[src/rtl/divider_pkg.sv]
// ==========================================================================
// divider_pkg - FSM encodings and counter sizing for seq_restoring_divider
// Rev 1.0
// ==========================================================================
`default_nettype none

package divider_pkg;

  typedef enum logic [1:0] {
    ST_IDLE = 2'd0,
    ST_RUN  = 2'd1,
    ST_DONE = 2'd2
  } div_state_t;

  function automatic int clog2(input int value);
    int result;
    int v;
    result = 0;
    v      = value - 1;
    while (v > 0) begin
      result = result + 1;
      v      = v >> 1;
    end
    return result;
  endfunction

endpackage : divider_pkg

`default_nettype wire

[src/rtl/div_sub_step.sv]
// ==========================================================================
// div_sub_step - WIDTH+1-bit trial subtract returning difference and borrow
// Rev 1.0
// ==========================================================================
`default_nettype none

module div_sub_step #(
  parameter int WIDTH = 8
) (
  input  logic [WIDTH:0]   p_i,
  input  logic [WIDTH-1:0] d_i,
  output logic [WIDTH:0]   diff_o,
  output logic             borrow_o
);

  // One extra bit above the partial remainder catches the borrow.
  logic [WIDTH+1:0] w_full;

  assign w_full   = {1'b0, p_i} - {2'b00, d_i};
  assign diff_o   = w_full[WIDTH:0];
  assign borrow_o = w_full[WIDTH+1];

endmodule : div_sub_step

`default_nettype wire

[src/rtl/seq_restoring_divider.sv]
// ==========================================================================
// seq_restoring_divider - one quotient bit per clock; DIV_SIGNED_EN selects
// two's-complement operands (truncate toward zero). Rev 1.0
// ==========================================================================
`default_nettype none

module seq_restoring_divider
  import divider_pkg::*;
#(
  parameter int WIDTH = 8
) (
  input  logic             clk,
  input  logic             rst_n,
  input  logic             in_valid,
  output logic             in_ready,
  input  logic [WIDTH-1:0] dividend,
  input  logic [WIDTH-1:0] divisor,
  output logic             out_valid,
  input  logic             out_ready,
  output logic [WIDTH-1:0] quotient,
  output logic [WIDTH-1:0] remainder,
  output logic             div_by_zero
);

  localparam int CW = (clog2(WIDTH) < 1) ? 1 : clog2(WIDTH);

  div_state_t       state_q, state_d;
  logic [WIDTH-1:0] acc_q, acc_d;
  logic [WIDTH-1:0] shq_q, shq_d;
  logic [WIDTH-1:0] dvs_q, dvs_d;
  logic [WIDTH-1:0] quo_q, quo_d;
  logic [WIDTH-1:0] rem_q, rem_d;
  logic [CW-1:0]    cnt_q, cnt_d;
  logic             dbz_q, dbz_d;

  logic [WIDTH:0]   w_p;
  logic [WIDTH:0]   w_diff;
  logic             w_borrow;
  logic             w_unused_diff_msb;
  logic [WIDTH-1:0] w_acc_nx;
  logic [WIDTH-1:0] w_shq_nx;
  logic [WIDTH-1:0] w_dnd_mag;
  logic [WIDTH-1:0] w_dvs_mag;
  logic [WIDTH-1:0] w_quo_fin;
  logic [WIDTH-1:0] w_rem_fin;

  assign w_p = {acc_q, shq_q[WIDTH-1]};

  div_sub_step #(
    .WIDTH (WIDTH)
  ) u_sub_step (
    .p_i      (w_p),
    .d_i      (dvs_q),
    .diff_o   (w_diff),
    .borrow_o (w_borrow)
  );

  // The remainder stays below the divisor, so the top difference bit is 0 whenever it is kept.
  assign w_unused_diff_msb = w_diff[WIDTH];
  assign w_acc_nx          = w_borrow ? w_p[WIDTH-1:0] : w_diff[WIDTH-1:0];
  assign w_shq_nx          = {shq_q[WIDTH-2:0], ~w_borrow};

`ifdef DIV_SIGNED_EN
  logic negq_q, negq_d;
  logic negr_q, negr_d;

  assign w_dnd_mag = dividend[WIDTH-1] ? (-dividend) : dividend;
  assign w_dvs_mag = divisor[WIDTH-1]  ? (-divisor)  : divisor;
  assign w_quo_fin = negq_q ? (-w_shq_nx) : w_shq_nx;
  assign w_rem_fin = negr_q ? (-w_acc_nx) : w_acc_nx;

  always_ff @(posedge clk or negedge rst_n) begin
    if (!rst_n) begin
      negq_q <= 1'b0;
      negr_q <= 1'b0;
    end else begin
      negq_q <= negq_d;
      negr_q <= negr_d;
    end
  end

  always_comb begin
    negq_d = negq_q;
    negr_d = negr_q;
    if (state_q == ST_IDLE && in_valid) begin
      negq_d = dividend[WIDTH-1] ^ divisor[WIDTH-1];
      negr_d = dividend[WIDTH-1];
    end
  end
`else
  assign w_dnd_mag = dividend;
  assign w_dvs_mag = divisor;
  assign w_quo_fin = w_shq_nx;
  assign w_rem_fin = w_acc_nx;
`endif

  always_ff @(posedge clk or negedge rst_n) begin
    if (!rst_n) begin
      state_q <= ST_IDLE;
      acc_q   <= '0;
      shq_q   <= '0;
      dvs_q   <= '0;
      quo_q   <= '0;
      rem_q   <= '0;
      cnt_q   <= '0;
      dbz_q   <= 1'b0;
    end else begin
      state_q <= state_d;
      acc_q   <= acc_d;
      shq_q   <= shq_d;
      dvs_q   <= dvs_d;
      quo_q   <= quo_d;
      rem_q   <= rem_d;
      cnt_q   <= cnt_d;
      dbz_q   <= dbz_d;
    end
  end

  always_comb begin
    state_d   = state_q;
    acc_d     = acc_q;
    shq_d     = shq_q;
    dvs_d     = dvs_q;
    quo_d     = quo_q;
    rem_d     = rem_q;
    cnt_d     = cnt_q;
    dbz_d     = dbz_q;
    in_ready  = 1'b0;
    out_valid = 1'b0;

    case (state_q)
      ST_IDLE: begin
        in_ready = 1'b1;
        if (in_valid) begin
          if (divisor == '0) begin
            quo_d   = '1;
            rem_d   = dividend;
            dbz_d   = 1'b1;
            state_d = ST_DONE;
          end else begin
            acc_d   = '0;
            shq_d   = w_dnd_mag;
            dvs_d   = w_dvs_mag;
            cnt_d   = CW'(WIDTH - 1);
            dbz_d   = 1'b0;
            state_d = ST_RUN;
          end
        end
      end

      ST_RUN: begin
        acc_d = w_acc_nx;
        shq_d = w_shq_nx;
        cnt_d = cnt_q - CW'(1);
        // Sign fix-up rides on the final iteration so it costs no extra cycle.
        if (cnt_q == '0) begin
          quo_d   = w_quo_fin;
          rem_d   = w_rem_fin;
          state_d = ST_DONE;
        end
      end

      ST_DONE: begin
        out_valid = 1'b1;
        if (out_ready) begin
          state_d = ST_IDLE;
        end
      end

      default: begin
        state_d = ST_IDLE;
      end
    endcase
  end

  assign quotient    = quo_q;
  assign remainder   = rem_q;
  assign div_by_zero = dbz_q;

endmodule : seq_restoring_divider

`default_nettype wire

[config.mk]
export PLATFORM = sky130hd
export DESIGN_NAME = seq_restoring_divider
export DESIGN_NICKNAME = d
export VERILOG_FILES = /design/src/rtl/divider_pkg.sv /design/src/rtl/div_sub_step.sv /design/src/rtl/seq_restoring_divider.sv
export SDC_FILE = /design/constraint.sdc
export NUM_CORES = 1
export LEC_CHECK = 0
export BUFFER_PORTS_ARGS = -buffer_cell sky130_fd_sc_hd__buf_2
export CORE_UTILIZATION = 44
export DETAILED_ROUTE_END_ITERATION = 12
export PLACE_DENSITY = 0.66
export SETUP_SLACK_MARGIN = 0.02
export SLEW_MARGIN = 20
export SYNTH_ARGS = -nofsm -noshare
export SYNTH_HDL_FRONTEND = slang
export SYNTH_SLANG_ARGS = --single-unit
[constraint.sdc]
create_clock -name clk -period 2.63 [get_ports clk]
set_input_delay 0.263 -clock clk [delete_from_list [all_inputs] [get_ports clk]]
set_output_delay 0.263 -clock clk [all_outputs]
set_load 0.01 [all_outputs]
## After elaboration in Yosys (flattened, before gate mapping)

Index checks and enable logic that the tools add are counted.
W data, S select, Z words.

| operators by class | value |
|---|---|
| $add $sub $neg | 2 |
| equality and inequality tests | 7 |
| muxes and demuxes | 26 |
| bitwise operators | 2 |
| reduce and logical (&&, ||, !) cells | 9 |

Operators with widths:

| kind | number |
|---|---|
| $mux W8 | 11 |
| $pmux W8 S2 | 4 |
| $ne A2 B2 Y1 const B | 5 |
| $sub A9 B8 Y10 | 1 |
| $reduce_and A3 Y1 | 3 |
| $logic_not A8 Y1 | 1 |
| $mux W2 | 4 |
| $mux W3 | 2 |
| $pmux W2 S3 | 1 |
| $pmux W3 S2 | 1 |
| $reduce_and A4 Y1 | 1 |
| $logic_not A3 Y1 | 1 |
| $mux W1 | 3 |
| $sub A3 B1 Y3 const B | 1 |
| $eq A2 B1 Y1 const B | 1 |
| $eq A2 B2 Y1 const B | 1 |
| $logic_not A2 Y1 | 1 |
| $not A1 Y1 | 2 |
| $reduce_and A2 Y1 | 1 |
| $reduce_bool A2 Y1 | 1 |

| storage, ports and cells | value |
|---|---|
| flip-flop bits (word level) | 46 |
| input port bits | 20 |
| word-level logic and storage cells | 54 |

## Logic depth before layout (Yosys ltp)

| logic depth | value |
|---|---|
| depth in word-level cells | 4 |
| gate-level depth with buffers | 9 |
| mapped depth without buffers | 9 |

## Hierarchy

From an unflattened synthesis, not the netlist that was laid out.

| unflattened totals | value |
|---|---|
| cell total of the unflattened synthesis | 206 |
| area total of the unflattened synthesis | 2333.5 µm² |

Modules (own cells, without submodules):

| module | instances | cells each | area each (µm²) |
|---|---|---|---|
| seq_restoring_divider | 1 | 149 | 1945.6 |
| div_sub_step | 1 | 57 | 387.9 |

## Worst setup path before layout

No wires, ideal clock.

| path | value |
|---|---|
| path type | reg2reg |
| from | register shq_q[7] |
| to | register rem_q[6], in the netlist remainder[6] |
| library setup time | 0.095 ns |
| data arrival time | 1.980 ns |
| required time | 2.535 ns |
| slack | 0.554 ns |
| cell stages (with the launch flop) | 10 |
| clock period less this slack | 2.076 ns |
| cells stage by stage | dfrtp_1 -> inv_1 -> ha_1 -> inv_1 -> fa_1 -> a211o_1 -> a2111oi_0 -> nand3b_1 -> o21ai_1 -> o31ai_1 |

| between the ends | value |
|---|---|
| word-level cells in the longest chain between the ends | 4 |

RTL lines:

| item | RTL line | text |
|---|---|---|
| from (decl) | seq_restoring_divider.sv:29 | `logic [WIDTH-1:0] shq_q, shq_d;` |
| from (signal assigned) | seq_restoring_divider.sv:110 | `shq_q <= shq_d;` |
| $sub A9 B8 Y10 | div_sub_step.sv:19 | `assign w_full = {1'b0, p_i} - {2'b00, d_i};` |
| $mux W8 | seq_restoring_divider.sv:60 | `assign w_acc_nx = w_borrow ? w_p[WIDTH-1:0] : w_diff[WIDTH-1:0];` |
| $mux W8 | seq_restoring_divider.sv:156 | `if (cnt_q == '0) begin` |
| $pmux W8 S2 | seq_restoring_divider.sv:131 | `case (state_q)` |
| to (signal assigned) | seq_restoring_divider.sv:113 | `rem_q <= rem_d;` |
| to (decl) | seq_restoring_divider.sv:32 | `logic [WIDTH-1:0] rem_q, rem_d;` |

Every way passes these cells. The select of a mux whose other input is x is not followed.
A chain may end at the register's enable or synchronous reset.

## Final worst setup path

Ends and elaborated chain as after synthesis.

==> metrics.cfg <==
[cts]
cts_root_buffer = clkbuf_8
postCtsSetupBuffers = 0
cts_tree = yes
cts-resized-gates = 0
cts_made_buffers = 5
clk_pin_slew_worst_paths_ns = 0.08
insertion_delay_ns = 0.30
cts_buffer_depth = 2
htreeDepth = 2
holdBufCountCts = 1
cts.sinks = 46

[synthesis]
synthesis.area_sq_um = 2550
ys_ff_latch = 46
syn_inst = 276
synth_top_area_share_pct = 45.1
synth_area_leaders = dfrtp_1 (45%), nand2_1 (7.6%), ha_1 (4.9%)
async_flop_share_pct = 100
synth_cell_types = 52
yosysTopAreaCell = dfrtp_1
yosysMostFrequentCell = nand2_1
syn_avg_cell_area_sq_um = 9.25
synth-edff-count = 0
synthTopCellsByCount = nand2_1 (52), dfrtp_1 (46), nor2_1 (23)
yosysSeqAreaShare_pct = 45.1
synthFlopType = dfrtp_1
synth_nets = 307
yosysWarnings = 0

[floorplan]
placementRows = 27
io_pins = 39
die_area_sq_um = 6110
initial_core_util_pct = 46.1
core_sq_um = 5540
fp.dieW_um = 78.2
die_h_um = 78.2

[timing]
report.final.hold_viol_count = 0
fin_tns_setup_ns = 0
worst_pin_slew_ns = 0.549
slew_headroom_pct = 63.3
finalCritPeriodShare_pct = 85.3
drv_slew = 0
fin_hold_ws_ns = 0.131
rsz0062_at_grt = no
min_period_ns = 2.24
finClkSkew_ns = 0.00491
report.final.setup_viol = 0
worst_slack_ns = 0.386
fmax_mhz = 446

[place]
post-place-ws_ns = 0.401
dp_hpwl_um = 4590
portBuffers = 38
place_congestion = 0.853

[finish]
n_antenna_cell = 0
drive_above_1_share_pct = 20.1
multi_input_area_sq_um = 1290
fin_nets = 348
seq_area_sq_um = 1150
area_delta_synth_final_pct = 14.9
nFillCells = 534

[critical_path]
start_kind = flop
critical_path_required_ns = 2.84
max_stage_delay_ns = 0.40
critPathMaxFanout = 3
crit_slowest_cell = fa_1
critical_path_class = flop to flop
critPathCaptureType = flop
cpMostUsedCell = inv_1
path_cells = inv_1 > ha_1 > inv_1 > fa_1 > a211o_1 > a2111oi_0 > nand3b_1 > o21ai_1 > o31ai_1
worst-path-buf-inv = 2
arrival_ns = 2.45
critical-path-top-delay-family = compound AO/OA/AOI/OAI gates

[status]
status = completed

[power_and_ir_drop]
cellLeakagePower_nw = 1.36
finalPower_mw = 4.09
irDropWorstVdd_mv = 0.612
powerDensity_nw_per_um2 = 1390

[grt]
grt_usage_pct = 21.4
antenna_found_initial = 0
grt_pass1_wl_um = 9900
overflow = 0
grt_pass1_vias = 1997
grt_max_degree = 26

[job]
maxCapViolations = 0

[drt]
first_pass_iters = 4
drt_wl_total_um = 6070
via_count = 2174
ant_nets = 0
drtIter0Drc = 143
wl_per_cell_um = 15.6
viasPerCell = 5.57
drc_errors = 0

[min_path]
hp-class = input port to flop

-- placed cells by master, fill, tap and decap left out, types with 5 or more instances in the layout --
| cell type | count |
|---|---|
| dfrtp_1 | 46 |
| nand3_1 | 6 |
| ha_1 | 10 |
| a211oi_1 | 7 |
| o21ai_1 | 14 |
| inv_1 | 14 |
| o21ai_0 | 5 |
| buf_4 | 6 |
| a31oi_1 | 13 |
| nand2_1 | 52 |
| buf_2 | 38 |
| or3_1 | 6 |
| clkbuf_8 | 6 |
| nor2_1 | 23 |
| mux2_1 | 8 |
-- worst reg2reg max path, cell delays in order (launching register included) --
cell,delay [ns]
dfrtp_1,0.38
inv_1,0.07
ha_1,0.16
inv_1,0.05
fa_1,0.40
a211o_1,0.30
a2111oi_0,0.32
nand3b_1,0.15
o21ai_1,0.08
o31ai_1,0.24
-- sequential cells by signal, indices dropped and copies added, names as in the netlist --
signal,flops
acc_q,8
dvs_q,8
quotient,8
remainder,8
shq_q,8
cnt_q,3
state_q,2
div_by_zero,1
-- through the flow --
step / cells / cell area, sq um / util [%]
after floorplan: 276 / 2550 / -
after global placement: 381 / 2830 / 51.1
after detailed placement: 381 / 2830 / 51.1
after CTS: 390 / 2930 / 52.9
after global routing: 390 / 2930 / 52.9
final: 390 / 2930 / 52.9
-- final cells by class --
cell class              count  area share [%]
clock inverters             1           0.171
well taps                  72            3.07
flip-flops and latches     46            39.3
clock buffers               7            2.94
repair buffers             45            8.37
multi-input cells         203            44.1
inverters                  16            2.05
-- worst paths after layout --
kind | slack [ns] | endpoint | from | cells after the start
setup reg to reg | 0.39 | remainder[6] | shq_q[7] | 9
setup / recovery | 0.39 | remainder[6] | shq_q[7] | 9
hold reg to reg | 0.47 | quotient[6] | quotient[6] | 2
hold / removal | 0.13 | state_q[1] | out_ready | 2
max in group asynchronous | 1.44 | remainder[5] | rst_n | 3
min in group asynchronous | 0.47 | shq_q[4] | rst_n | 2
-- cells by family after synthesis --
logic type      after synthesis  synth area share, %
buf+inv                      27                 4.22
compound gates               75                 21.0
fa+ha+maj                    11                 5.69
flops                        46                 45.1
simple gates                106                 19.2
mux                           9                 4.07
xor+xnor                      2                0.686
-- metal layers --
layer / global-route usage (%) / share of wire, % / vias up
met4: 6.11 / 1.0 / 0
met2: 35.4 / 48 / 45
met3: 3.49 / 3.8 / 9
li1: - / - / 1087
met1: 29.1 / 47 / 1033
met5: 0 / 0 / -
-- power by group --
group | switching [mW] | total [mW] | internal, mW
Combinational | 1.37 | 2.31 | 0.948
Sequential | 0.262 | 1.33 | 1.06
Clock | 0.235 | 0.448 | 0.212
Total | 1.86 | 4.09 | 2.22
Note: power is estimated with default switching activity, not from simulation.
